File: config.mk
export PLATFORM = sky130hd
export DESIGN_NAME = alu_exec_seq_flat
export DESIGN_NICKNAME = d
export VERILOG_FILES = /design/src/rtl/alu_exec_seq_if.sv /design/src/rtl/alu_exec_seq.sv /design/src/flat_wrapper.sv
export SDC_FILE = /design/constraint.sdc
export NUM_CORES = 2
export LEC_CHECK = 0
export ABC_AREA = 1
export BUFFER_PORTS_ARGS = -buffer_cell sky130_fd_sc_hd__buf_2
export CORE_ASPECT_RATIO = 1.2
export CORE_MARGIN = 2
export CORE_UTILIZATION = 40
export CTS_BUF_LIST = sky130_fd_sc_hd__clkbuf_8
export DETAILED_ROUTE_END_ITERATION = 10
export PLACE_DENSITY_LB_ADDON = 0.1
export SYNTH_ARGS = -nofsm -noshare
export SYNTH_HDL_FRONTEND = slang
export SYNTH_SLANG_ARGS = --single-unit
File: constraint.sdc
create_clock -name clock -period 9.3 [get_ports clock]
set_input_delay 0.93 -clock clock [delete_from_list [all_inputs] [get_ports clock]]
set_output_delay 0.93 -clock clock [all_outputs]
set_load 0.03 [all_outputs]
File: src/rtl/alu_exec_seq_if.sv
// Operation/result bundle between ID/EX, the execute-stage ALU sequencer and the hazard unit.
interface alu_exec_seq_if #(
  parameter int NB_DATA     = 32,
  parameter int NB_OPCODE   = 6,
  parameter int NB_FUNCTION = 6,
  parameter int NB_SHAMT    = 5,
  parameter int NB_IMM      = 16
);
  logic                   valid_i;
  logic [NB_OPCODE-1:0]   opcode;
  logic [NB_FUNCTION-1:0] funct;
  logic [NB_SHAMT-1:0]    shamt;
  logic [NB_DATA-1:0]     rs_data;
  logic [NB_DATA-1:0]     rt_data;
  logic [NB_IMM-1:0]      imm;
  logic [NB_DATA-1:0]     result;
  logic                   result_valid;
  logic                   illegal;
  logic                   busy;
  logic [NB_DATA-1:0]     hi_o;
  logic [NB_DATA-1:0]     lo_o;

  modport slave (
    input  valid_i, opcode, funct, shamt, rs_data, rt_data, imm,
    output result, result_valid, illegal, busy, hi_o, lo_o
  );

  modport master (
    output valid_i, opcode, funct, shamt, rs_data, rt_data, imm,
    input  result, result_valid, illegal, busy, hi_o, lo_o
  );
endinterface

File: src/rtl/alu_exec_seq.sv
// EX-stage ALU: single-cycle ops with a registered result, plus an iterative
// shift-add multiplier / restoring divider that writes HI/LO and stalls via busy.
module alu_exec_seq #(
  parameter int NB_DATA     = 32,
  parameter int NB_OPCODE   = 6,
  parameter int NB_FUNCTION = 6,
  parameter int NB_SHAMT    = 5,
  parameter int NB_IMM      = 16
) (
  input  logic          clock,
  input  logic          reset,
  alu_exec_seq_if.slave bus
);
  localparam int ND = NB_DATA;
  localparam int CW = NB_SHAMT + 1;
  localparam logic [CW-1:0] CNT_LOAD = CW'(NB_DATA);
  localparam logic [CW-1:0] CNT_LAST = CW'(1);

  localparam logic [1:0] S_IDLE = 2'd0;
  localparam logic [1:0] S_MUL  = 2'd1;
  localparam logic [1:0] S_DIV  = 2'd2;

  localparam logic [NB_OPCODE-1:0] OP_RTYPE = 6'b000000;
  localparam logic [NB_OPCODE-1:0] OP_ADDI  = 6'b001000;
  localparam logic [NB_OPCODE-1:0] OP_ADDIU = 6'b001001;
  localparam logic [NB_OPCODE-1:0] OP_SLTI  = 6'b001010;
  localparam logic [NB_OPCODE-1:0] OP_SLTIU = 6'b001011;
  localparam logic [NB_OPCODE-1:0] OP_ANDI  = 6'b001100;
  localparam logic [NB_OPCODE-1:0] OP_ORI   = 6'b001101;
  localparam logic [NB_OPCODE-1:0] OP_XORI  = 6'b001110;
  localparam logic [NB_OPCODE-1:0] OP_LUI   = 6'b001111;
  localparam logic [NB_OPCODE-1:0] OP_LB    = 6'b100000;
  localparam logic [NB_OPCODE-1:0] OP_LH    = 6'b100001;
  localparam logic [NB_OPCODE-1:0] OP_LW    = 6'b100011;
  localparam logic [NB_OPCODE-1:0] OP_LBU   = 6'b100100;
  localparam logic [NB_OPCODE-1:0] OP_LHU   = 6'b100101;
  localparam logic [NB_OPCODE-1:0] OP_LWU   = 6'b100111;
  localparam logic [NB_OPCODE-1:0] OP_SB    = 6'b101000;
  localparam logic [NB_OPCODE-1:0] OP_SH    = 6'b101001;
  localparam logic [NB_OPCODE-1:0] OP_SW    = 6'b101011;

  localparam logic [NB_FUNCTION-1:0] F_SLL   = 6'b000000;
  localparam logic [NB_FUNCTION-1:0] F_SRL   = 6'b000010;
  localparam logic [NB_FUNCTION-1:0] F_SRA   = 6'b000011;
  localparam logic [NB_FUNCTION-1:0] F_SLLV  = 6'b000100;
  localparam logic [NB_FUNCTION-1:0] F_SRLV  = 6'b000110;
  localparam logic [NB_FUNCTION-1:0] F_SRAV  = 6'b000111;
  localparam logic [NB_FUNCTION-1:0] F_MFHI  = 6'b010000;
  localparam logic [NB_FUNCTION-1:0] F_MFLO  = 6'b010010;
  localparam logic [NB_FUNCTION-1:0] F_MULT  = 6'b011000;
  localparam logic [NB_FUNCTION-1:0] F_MULTU = 6'b011001;
  localparam logic [NB_FUNCTION-1:0] F_DIV   = 6'b011010;
  localparam logic [NB_FUNCTION-1:0] F_DIVU  = 6'b011011;
  localparam logic [NB_FUNCTION-1:0] F_ADD   = 6'b100000;
  localparam logic [NB_FUNCTION-1:0] F_ADDU  = 6'b100001;
  localparam logic [NB_FUNCTION-1:0] F_SUB   = 6'b100010;
  localparam logic [NB_FUNCTION-1:0] F_SUBU  = 6'b100011;
  localparam logic [NB_FUNCTION-1:0] F_AND   = 6'b100100;
  localparam logic [NB_FUNCTION-1:0] F_OR    = 6'b100101;
  localparam logic [NB_FUNCTION-1:0] F_XOR   = 6'b100110;
  localparam logic [NB_FUNCTION-1:0] F_NOR   = 6'b100111;
  localparam logic [NB_FUNCTION-1:0] F_SLT   = 6'b101010;
  localparam logic [NB_FUNCTION-1:0] F_SLTU  = 6'b101011;

  logic [1:0]        state_q, state_d;
  logic [CW-1:0]     cnt_q, cnt_d;
  logic [2*ND-1:0]   acc_q, acc_d;
  logic [ND-1:0]     opnd_q, opnd_d;
  logic              neg_q, neg_d, rneg_q, rneg_d, div0_q, div0_d;
  logic [ND-1:0]     hi_q, hi_d, lo_q, lo_d, result_q, result_d;
  logic              rvalid_q, rvalid_d, illegal_q, illegal_d;

  logic              accept_s, legal_s, mul_op_s, div_op_s, sgn_op_s;
  logic [ND-1:0]     alu_res_s, imm_sx_s, imm_zx_s, mag_a_s, mag_b_s;
  logic [ND:0]       mul_sum_s, rem_sh_s, div_diff_s;
  logic [ND-1:0]     rem_new_s;
  logic              div_ge_s;
  logic [2*ND-1:0]   mul_next_s, div_next_s, mul_fix_s;
  logic [ND-1:0]     quo_fix_s, rem_fix_s;

  assign accept_s = bus.valid_i && (state_q == S_IDLE);
  assign imm_sx_s = {{(ND-NB_IMM){bus.imm[NB_IMM-1]}}, bus.imm};
  assign imm_zx_s = {{(ND-NB_IMM){1'b0}}, bus.imm};
  assign mag_a_s  = (sgn_op_s && bus.rs_data[ND-1]) ? -bus.rs_data : bus.rs_data;
  assign mag_b_s  = (sgn_op_s && bus.rt_data[ND-1]) ? -bus.rt_data : bus.rt_data;

  // One shift-add step: acc holds {partial product, remaining multiplier bits}.
  assign mul_sum_s  = {1'b0, acc_q[2*ND-1:ND]} + (acc_q[0] ? {1'b0, opnd_q} : '0);
  assign mul_next_s = {mul_sum_s, acc_q[ND-1:1]};
  assign mul_fix_s  = neg_q ? -mul_next_s : mul_next_s;

  // One restoring-divide step: acc holds {partial remainder, dividend/quotient}.
  assign rem_sh_s   = {acc_q[2*ND-1:ND], acc_q[ND-1]};
  assign div_diff_s = rem_sh_s - {1'b0, opnd_q};
  assign div_ge_s   = (rem_sh_s >= {1'b0, opnd_q});
  assign rem_new_s  = div_ge_s ? div_diff_s[ND-1:0] : rem_sh_s[ND-1:0];
  assign div_next_s = {rem_new_s, acc_q[ND-2:0], div_ge_s};
  assign quo_fix_s  = div0_q ? {ND{1'b1}} : (neg_q ? -div_next_s[ND-1:0] : div_next_s[ND-1:0]);
  assign rem_fix_s  = rneg_q ? -div_next_s[2*ND-1:ND] : div_next_s[2*ND-1:ND];

  // Opcode/funct decode and single-cycle result.
  always_comb begin
    alu_res_s = '0;
    legal_s   = 1'b1;
    mul_op_s  = 1'b0;
    div_op_s  = 1'b0;
    sgn_op_s  = 1'b0;
    case (bus.opcode)
      OP_RTYPE: begin
        case (bus.funct)
          F_SLL:          alu_res_s = bus.rt_data << bus.shamt;
          F_SRL:          alu_res_s = bus.rt_data >> bus.shamt;
          F_SRA:          alu_res_s = $signed(bus.rt_data) >>> bus.shamt;
          F_SLLV:         alu_res_s = bus.rt_data << bus.rs_data[NB_SHAMT-1:0];
          F_SRLV:         alu_res_s = bus.rt_data >> bus.rs_data[NB_SHAMT-1:0];
          F_SRAV:         alu_res_s = $signed(bus.rt_data) >>> bus.rs_data[NB_SHAMT-1:0];
          F_MFHI:         alu_res_s = hi_q;
          F_MFLO:         alu_res_s = lo_q;
          F_ADD, F_ADDU:  alu_res_s = bus.rs_data + bus.rt_data;
          F_SUB, F_SUBU:  alu_res_s = bus.rs_data - bus.rt_data;
          F_AND:          alu_res_s = bus.rs_data & bus.rt_data;
          F_OR:           alu_res_s = bus.rs_data | bus.rt_data;
          F_XOR:          alu_res_s = bus.rs_data ^ bus.rt_data;
          F_NOR:          alu_res_s = ~(bus.rs_data | bus.rt_data);
          F_SLT:   alu_res_s = {{(ND-1){1'b0}}, ($signed(bus.rs_data) < $signed(bus.rt_data))};
          F_SLTU:  alu_res_s = {{(ND-1){1'b0}}, (bus.rs_data < bus.rt_data)};
          F_MULT:  begin mul_op_s = 1'b1; sgn_op_s = 1'b1; end
          F_MULTU: mul_op_s = 1'b1;
          F_DIV:   begin div_op_s = 1'b1; sgn_op_s = 1'b1; end
          F_DIVU:  div_op_s = 1'b1;
          default: legal_s = 1'b0;
        endcase
      end
      OP_ADDI, OP_ADDIU, OP_LB, OP_LH, OP_LW, OP_LBU, OP_LHU, OP_LWU, OP_SB, OP_SH, OP_SW:
        alu_res_s = bus.rs_data + imm_sx_s;
      OP_SLTI:  alu_res_s = {{(ND-1){1'b0}}, ($signed(bus.rs_data) < $signed(imm_sx_s))};
      OP_SLTIU: alu_res_s = {{(ND-1){1'b0}}, (bus.rs_data < imm_sx_s)};
      OP_ANDI:  alu_res_s = bus.rs_data & imm_zx_s;
      OP_ORI:   alu_res_s = bus.rs_data | imm_zx_s;
      OP_XORI:  alu_res_s = bus.rs_data ^ imm_zx_s;
      OP_LUI:   alu_res_s = {bus.imm, {(ND-NB_IMM){1'b0}}};
      default:  legal_s = 1'b0;
    endcase
  end

  // Next-state for sequencer, HI/LO and result registers.
  always_comb begin
    state_d   = state_q;
    cnt_d     = cnt_q;
    acc_d     = acc_q;
    opnd_d    = opnd_q;
    neg_d     = neg_q;
    rneg_d    = rneg_q;
    div0_d    = div0_q;
    hi_d      = hi_q;
    lo_d      = lo_q;
    result_d  = result_q;
    rvalid_d  = 1'b0;
    illegal_d = 1'b0;
    case (state_q)
      S_IDLE: begin
        if (accept_s && mul_op_s) begin
          state_d = S_MUL;
          cnt_d   = CNT_LOAD;
          acc_d   = {{ND{1'b0}}, mag_b_s};
          opnd_d  = mag_a_s;
          neg_d   = sgn_op_s && (bus.rs_data[ND-1] ^ bus.rt_data[ND-1]);
        end else if (accept_s && div_op_s) begin
          state_d = S_DIV;
          cnt_d   = CNT_LOAD;
          acc_d   = {{ND{1'b0}}, mag_a_s};
          opnd_d  = mag_b_s;
          neg_d   = sgn_op_s && (bus.rs_data[ND-1] ^ bus.rt_data[ND-1]);
          rneg_d  = sgn_op_s && bus.rs_data[ND-1];
          div0_d  = (bus.rt_data == '0);
        end else if (accept_s) begin
          result_d  = alu_res_s;
          rvalid_d  = 1'b1;
          illegal_d = !legal_s;
        end else begin
          cnt_d = cnt_q;
        end
      end
      S_MUL, S_DIV: begin
        cnt_d = cnt_q - CNT_LAST;
        acc_d = (state_q == S_MUL) ? mul_next_s : div_next_s;
        if (cnt_q == CNT_LAST) begin
          state_d = S_IDLE;
          if (state_q == S_MUL) begin
            hi_d = mul_fix_s[2*ND-1:ND];
            lo_d = mul_fix_s[ND-1:0];
          end else begin
            hi_d = rem_fix_s;
            lo_d = quo_fix_s;
          end
        end else begin
          state_d = state_q;
        end
      end
      default: state_d = S_IDLE;
    endcase
  end

  // State and output registers; reset aborts any multiply/divide in flight.
  always_ff @(posedge clock or posedge reset) begin
    if (reset) begin
      state_q   <= S_IDLE;
      cnt_q     <= '0;
      acc_q     <= '0;
      opnd_q    <= '0;
      neg_q     <= 1'b0;
      rneg_q    <= 1'b0;
      div0_q    <= 1'b0;
      hi_q      <= '0;
      lo_q      <= '0;
      result_q  <= '0;
      rvalid_q  <= 1'b0;
      illegal_q <= 1'b0;
    end else begin
      state_q   <= state_d;
      cnt_q     <= cnt_d;
      acc_q     <= acc_d;
      opnd_q    <= opnd_d;
      neg_q     <= neg_d;
      rneg_q    <= rneg_d;
      div0_q    <= div0_d;
      hi_q      <= hi_d;
      lo_q      <= lo_d;
      result_q  <= result_d;
      rvalid_q  <= rvalid_d;
      illegal_q <= illegal_d;
    end
  end

  assign bus.result       = result_q;
  assign bus.result_valid = rvalid_q;
  assign bus.illegal      = illegal_q;
  assign bus.busy         = (state_q != S_IDLE);
  assign bus.hi_o         = hi_q;
  assign bus.lo_o         = lo_q;
endmodule

File: src/flat_wrapper.sv
// flat-port wrapper written by rule: the top's interface ports become plain ports
module alu_exec_seq_flat 
#(
  parameter int NB_DATA     = 32,
  parameter int NB_OPCODE   = 6,
  parameter int NB_FUNCTION = 6,
  parameter int NB_SHAMT    = 5,
  parameter int NB_IMM      = 16
)
  (clock, reset, bus_valid_i, bus_opcode, bus_funct, bus_shamt, bus_rs_data, bus_rt_data, bus_imm, bus_result, bus_result_valid, bus_illegal, bus_busy, bus_hi_o, bus_lo_o);
  alu_exec_seq_if #(.NB_DATA(NB_DATA), .NB_OPCODE(NB_OPCODE), .NB_FUNCTION(NB_FUNCTION), .NB_SHAMT(NB_SHAMT), .NB_IMM(NB_IMM)) bus_i ();
  input  logic clock;
  input  logic reset;
  input wire logic [$bits(bus_i.valid_i)-1:0] bus_valid_i;
  input wire logic [$bits(bus_i.opcode)-1:0] bus_opcode;
  input wire logic [$bits(bus_i.funct)-1:0] bus_funct;
  input wire logic [$bits(bus_i.shamt)-1:0] bus_shamt;
  input wire logic [$bits(bus_i.rs_data)-1:0] bus_rs_data;
  input wire logic [$bits(bus_i.rt_data)-1:0] bus_rt_data;
  input wire logic [$bits(bus_i.imm)-1:0] bus_imm;
  output wire logic [$bits(bus_i.result)-1:0] bus_result;
  output wire logic [$bits(bus_i.result_valid)-1:0] bus_result_valid;
  output wire logic [$bits(bus_i.illegal)-1:0] bus_illegal;
  output wire logic [$bits(bus_i.busy)-1:0] bus_busy;
  output wire logic [$bits(bus_i.hi_o)-1:0] bus_hi_o;
  output wire logic [$bits(bus_i.lo_o)-1:0] bus_lo_o;
  assign bus_i.valid_i = bus_valid_i;
  assign bus_i.opcode = bus_opcode;
  assign bus_i.funct = bus_funct;
  assign bus_i.shamt = bus_shamt;
  assign bus_i.rs_data = bus_rs_data;
  assign bus_i.rt_data = bus_rt_data;
  assign bus_i.imm = bus_imm;
  assign bus_result = bus_i.result;
  assign bus_result_valid = bus_i.result_valid;
  assign bus_illegal = bus_i.illegal;
  assign bus_busy = bus_i.busy;
  assign bus_hi_o = bus_i.hi_o;
  assign bus_lo_o = bus_i.lo_o;
  alu_exec_seq #(.NB_DATA(NB_DATA), .NB_OPCODE(NB_OPCODE), .NB_FUNCTION(NB_FUNCTION), .NB_SHAMT(NB_SHAMT), .NB_IMM(NB_IMM)) u_core (.clock(clock), .reset(reset), .bus(bus_i));
endmodule
After elaboration in Yosys (flattened, before gate mapping)

Index checks and enable logic that the tools add are counted.

Register bits after elaboration: 205
Bits of input ports: 100
ROM bits: 0
Bits in latches: 0
Bits in writable memories: 0
Memories kept: 0

Multiply operators: 0
$lt $le $gt $ge: 5
Add/sub/neg operators: 11
Bitwise logic cells: 10
Divide/modulo/power cells: 0
Equal/unequal tests: 43
Reductions and logical operators: 29
Shifts and indexed selects: 6
Mux-type cells: 43

Operators with widths:

| operator             | count |
|---|---|
| $pmux W32 S16        | 1 |
| $mux W32             | 11 |
| $mux W64             | 4 |
| $pmux W32 S8         | 1 |
| $neg A32 Y32         | 4 |
| $pmux W64 S2         | 1 |
| $eq A6 B6 Y1 const B | 19 |
| $lt A32 B32 Y1       | 3 |
| $add A32 B32 Y32     | 2 |
| $neg A64 Y64         | 1 |
| $shl A32 B5 Y32      | 2 |
| $shr A32 B5 Y32      | 2 |
| $sshr A32 B5 Y32     | 2 |
| $sub A32 B32 Y32     | 2 |
| $eq A6 B4 Y1 const B | 8 |
| $eq A6 B5 Y1 const B | 6 |
| $add A32 B32 Y33     | 1 |
| $ge A33 B32 Y1       | 1 |
| $and A32 B16 Y32     | 1 |
| $and A32 B32 Y32     | 1 |
| $logic_not A32 Y1    | 1 |
| $lt A32 B16 Y1       | 1 |
| $not A32 Y32         | 1 |
| $or A32 B16 Y32      | 1 |
| other kinds (31)     | 70 |

Logic depth before layout (Yosys ltp)

Word-level depth: 9
Gate-level depth with buffers: 28
Depth with buffers taken out: 27

Worst setup path before layout

OpenSTA, ideal clock, no wires.

Path type: register to register
From: register u_core.acc_q[0]
To: register u_core.hi_q[25], in the netlist u_core.bus.hi_o[25]
Path slack: 5.984 ns
Data required time: 9.187 ns
Stages on the path, launching flop included: 28
Library setup time: 0.113 ns
Arrival time: 3.203 ns
Path through: dfrtp_1 clkbuf_1 clkbuf_1 nand2_1 inv_1 ha_1 inv_1 fa_1 inv_1 nand3_1 nand3_1 nand2_1 nand3_1 nand2_1 nor2_1 inv_1 nor2_1 nand3_1 nor2_1 nand2_1 nor2_2 nand2_1 nand2_1 nand2_1 a21oi_1 nand3_1 nand2_1 inv_1

Cells in the longest elaborated chain, start to end: 5

Ends and longest elaborated chain:

| item                   | RTL line            | text |
|---|---|---|
| start, declared        | alu_exec_seq.sv:67  | `logic [2*ND-1:0] acc_q, acc_d;` |
| start signal, assigned | alu_exec_seq.sv:209 | `acc_q <= '0;` |
| start signal, assigned | alu_exec_seq.sv:222 | `acc_q <= acc_d;` |
| $mux W32 (*)           | alu_exec_seq.sv:88  | `assign mul_sum_s = {1'b0, acc_q[2*ND-1:ND]} + (acc_q[0] ? {1'b0, opnd_q} : '0);` |
| $add A32 B32 Y33 (*)   | alu_exec_seq.sv:88  |  |
| $neg A64 Y64           | alu_exec_seq.sv:90  | `assign mul_fix_s = neg_q ? -mul_next_s : mul_next_s;` |
| $mux W64 (*)           | alu_exec_seq.sv:90  |  |
| $mux W32 (*)           | alu_exec_seq.sv:189 | `if (state_q == S_MUL) begin` |
| end signal, assigned   | alu_exec_seq.sv:227 | `hi_q <= hi_d;` |
| end, declared          | alu_exec_seq.sv:70  | `logic [ND-1:0] hi_q, hi_d, lo_q, lo_d, result_q, result_d;` |

Every way passes the cells marked *; elsewhere a longest branch is shown, timed or not.
A chain may end at the register's enable or synchronous reset.

Worst setup path after layout

From: register u_core.opnd_q[30]
To: register u_core.lo_q[24], in the netlist u_core.bus.lo_o[24]

Cells in the longest elaborated chain, start to end: 5

Ends and longest elaborated chain:

| item                   | RTL line            | text |
|---|---|---|
| start, declared        | alu_exec_seq.sv:68  | `logic [ND-1:0] opnd_q, opnd_d;` |
| start signal, assigned | alu_exec_seq.sv:223 | `opnd_q <= opnd_d;` |
| $ge A33 B32 Y1         | alu_exec_seq.sv:95  | `assign div_ge_s = (rem_sh_s >= {1'b0, opnd_q});` |
| $neg A32 Y32           | alu_exec_seq.sv:98  | `assign quo_fix_s = div0_q ? {ND{1'b1}} : (neg_q ? -div_next_s[ND-1:0] : div_next_s[ND-1:0]);` |
| $mux W32 (2 in series) | alu_exec_seq.sv:98  |  |
| $mux W32               | alu_exec_seq.sv:189 |  |
| end signal, assigned   | alu_exec_seq.sv:228 | `lo_q <= lo_d;` |
| end, declared          | alu_exec_seq.sv:70  |  |

Every way passes these cells.

==> metrics.yaml <==
status: "finished with violations"
violated_checks: "max-capacitance violations, max-slew violations"
critPathKind: "reg2reg"
drc: 0
final_common_cell: "nand2_1"
fraction_of_layout_instances_using_a_drive_strength_above_1_pct: 7.81
power.leakage_nw: 19.7
p_sw_share_pct: 46.5
fin_skew_ps: 40.3
gp_congestion: 1.14
placeableCoreArea_um2: 86500
cap_violations: 3
final_cell_count_no_fill: 7402
post_synthesis_sequential_area_ratio_pct: 14.7
power.total_mw: 3.44
cpMaxStageDelayCell: "o31ai_1"
timing_max_transition_violations_final: 5
cts_tree: "built"
ioPinCount: 199
layout.filler_cells: 9764
cts_root_buf: "clkbuf_8"
critPathMaxFanout: 36
grt_pass1_wl_um: 320000
cp_data_arrival_time_ps: 6100
netlist_instances: 6161
layout_common_cells: "nand2_1 (1664), inv_1 (803), nor2_1 (602)"
floorplan.rows: 118
die_area_um2: 89900
syn-num-nets: 6521
clock_tree.buffer_depth: 3
grt_max_degree: 94
critical_path.endpoint_type: "flop"
cp_data_required_time_ps: 9850
hold_class: "in2async"
finalCriticalPeriod_ps: 5550
ys.warnings.count: 0
totalWireLength_um: 231000
postSynthAreaPerCell_um2: 5.68
synth_edf_count: 0
critical_path_buf_inv_count: 5
gr-usage-all-layers_pct: 50.0
postSynth.asyncResetShare_pct: 100
clockPowerShare_pct: 32.1
final_hold_vios: 0
crit_path_start_kind: "flop"
grt_setup_unrepaired: "no"
worst-slew-pin-transition_ps: 1730
fin_setup_tns_ps: 0
vias: 46386
wl_per_cell_um: 31.2
irDropWorstVdd_uv: 105
critical-path-top-delay-family: "compound AO/OA/AOI/OAI gates"
fmax_ghz: 0.180
postCtsSetupBuffers: 0
cts-buffers-inserted: 41
cts_hold_buf: 0
layout_utilization_pct: 43.7
dominantRegCellSynth: "dfrtp_1"
dp_hpwl_um: 183000
post_synthesis_sequential_element_count: 205
setup_violations: 0
fin_crit_sh_pct: 59.6
initial_core_util_pct: 40.5
cts_htree_levels: 2
seq_pwr_share_pct: 27.4
slew_headroom_pct: -15.7
grt_overflow_total: 0
port_buffers: 198
clkTransAtPathRegs_ps: 60
power_per_cell_area_nw_per_um2: 90.8
comb_power_share_pct: 40.5
synth_cell_types: 71
power_report.internal_total_mw: 1.84
iteration_count_of_the_initial_detailed_routing_pass: 6
clock-sinks: 205
critical_path.cell_chain: "inv_1 -> ha_1 -> a21oi_1 -> o31ai_1 -> nor2_4 -> buf_4 -> nand2_8 -> inv_2 -> ha_1 -> nor2_1 -> inv_1 -> nand2_1 -> nor3_1 -> a2111oi_0 -> buf_4 -> a21oi_1"
vias_per_cell: 6.27
fp.dieW_um: 274
crit_path_max_incr_delay_ps: 990
cts_resized: 0
grt_pass1_vias: 43064
clk-insertion-delay-late_ps: 710
synth.cell_area_um2: 35000
dp_cells: 7317
grt_antenna_before_repair: 15
switchingPower_mw: 1.60
post_route_ant_nets: 0
fp.dieH_um: 328
nets: 6581
area_growth_from_synthesis_to_layout_pct: 8.08
drt_first_iter_violations: 6338
cell families after synthesis:
kind of cell	Yosys count	share of synthesized area (%)
AOI/OAI and AO/OA	1384	23.1
DFF	205	14.7
adders and majority gates	260	9.40
xor gates and xnor gates	106	2.65
muxes	3	0.0858
buffers and inverters	1086	12.2
and+or+nand+nor	3117	37.9
area by class of cell:
type	count	area, um2	area share, %
flip-flops and latches	205	5130	13.6
well taps	1140	1430	3.77
inverters	833	3140	8.29
diodes	12	30.0	0.0794
clock inverters	27	277	0.731
clock buffers	45	619	1.64
multi-input cells	4870	25700	67.9
repair buffers	270	1530	4.04
sequential cells by signal, summed over array words and instances, names as in the netlist:
signal and cells:
u_core.state_q 2, u_core.bus.lo_o 32, u_core.bus.result_valid 1, u_core.cnt_q 6, u_core.div0_q 1, u_core.acc_q 64
u_core.neg_q 1, u_core.bus.hi_o 32, u_core.rneg_q 1, u_core.opnd_q 32, u_core.bus.result 32, u_core.bus.illegal 1
worst reg2reg max path, cell delays in order (launching register included):
cell and delay, ps:
dfrtp_1 470, inv_1 80, ha_1 650, a21oi_1 170
o31ai_1 990, nor2_4 40, buf_4 320, nand2_8 370
inv_2 210, ha_1 270, nor2_1 410, inv_1 390
nand2_1 200, nor3_1 60, a2111oi_0 480, buf_4 240
a21oi_1 50
path summary, 6_finish.rpt:
check	from	to	slack, ps	cells after the start
max	u_core.opnd_q[30]	u_core.bus.lo_o[24]	3750	16
min	reset	u_core.bus.result[31]	380	2
max reg2reg	u_core.opnd_q[30]	u_core.bus.lo_o[24]	3750	16
min reg2reg	u_core.bus.result[3]	u_core.bus.result[3]	480	2
max in group asynchronous	reset	u_core.cnt_q[4]	6680	4
min in group clock	u_core.bus.result[3]	u_core.bus.result[3]	480	2
power by group through the flow:
stage / logic [mW] / registers, mW / clock network (mW)
2_1_floorplan: 0.752 / 0.967 / 0
3_3_place_gp: 1.32 / 0.956 / 0
3_5_place_dp: 1.31 / 0.956 / 0
4_1_cts: 1.31 / 0.940 / 1.11
5_1_grt: 1.45 / 0.941 / 1.14
6_report: 1.39 / 0.942 / 1.10
synthesized netlist by cell type, drive strengths merged (16+ instances only):
cell type / count / share of area [%]
nand3: 520 / 7.6
nor3: 94 / 1.4
o2111ai: 20 / 0.50
o221ai: 22 / 0.55
o31ai: 22 / 0.47
o22ai: 55 / 0.98
nor2: 631 / 7.1
buf: 80 / 1.4
or2: 49 / 0.88
nand4: 99 / 1.8
dfrtp: 205 / 15
ha: 255 / 9.1
clkbuf: 173 / 1.9
clkinv: 19 / 0.20
a22oi: 18 / 0.39
nor4: 16 / 0.29
o211ai: 121 / 2.6
inv: 814 / 8.7
a21oi: 370 / 5.3
nand2: 1688 / 18
o21ai: 580 / 8.5
a31oi: 68 / 1.2
xor2: 95 / 2.4
o21bai: 23 / 0.49
per-stage QoR:
step | hold WS, ps | instance area, um2 | worst slack (ps)
after detailed placement | 460 | 36900 | 3980
after CTS | 420 | 37800 | 4410
final | 381 | 37800 | 3750
after global placement | 462 | 36900 | 3930
after global routing | 446 | 37800 | 3860
after floorplan | 474 | 35000 | 2770
per-layer routing:
| metal | vias up | wire (um) | track usage, % | share of wire (%) |
|---|---|---|---|---|
| met1 | 21563 | 76600 | 52.3 | 33 |
| li1 | 20601 | - | - | - |
| met5 | - | 82 | 0 | 0.035 |
| met2 | 3132 | 101000 | 78.5 | 44 |
| met3 | 1078 | 23100 | 13.4 | 10 |
| met4 | 12 | 30300 | 53.1 | 13 |
(Power assumes the default switching activity.)
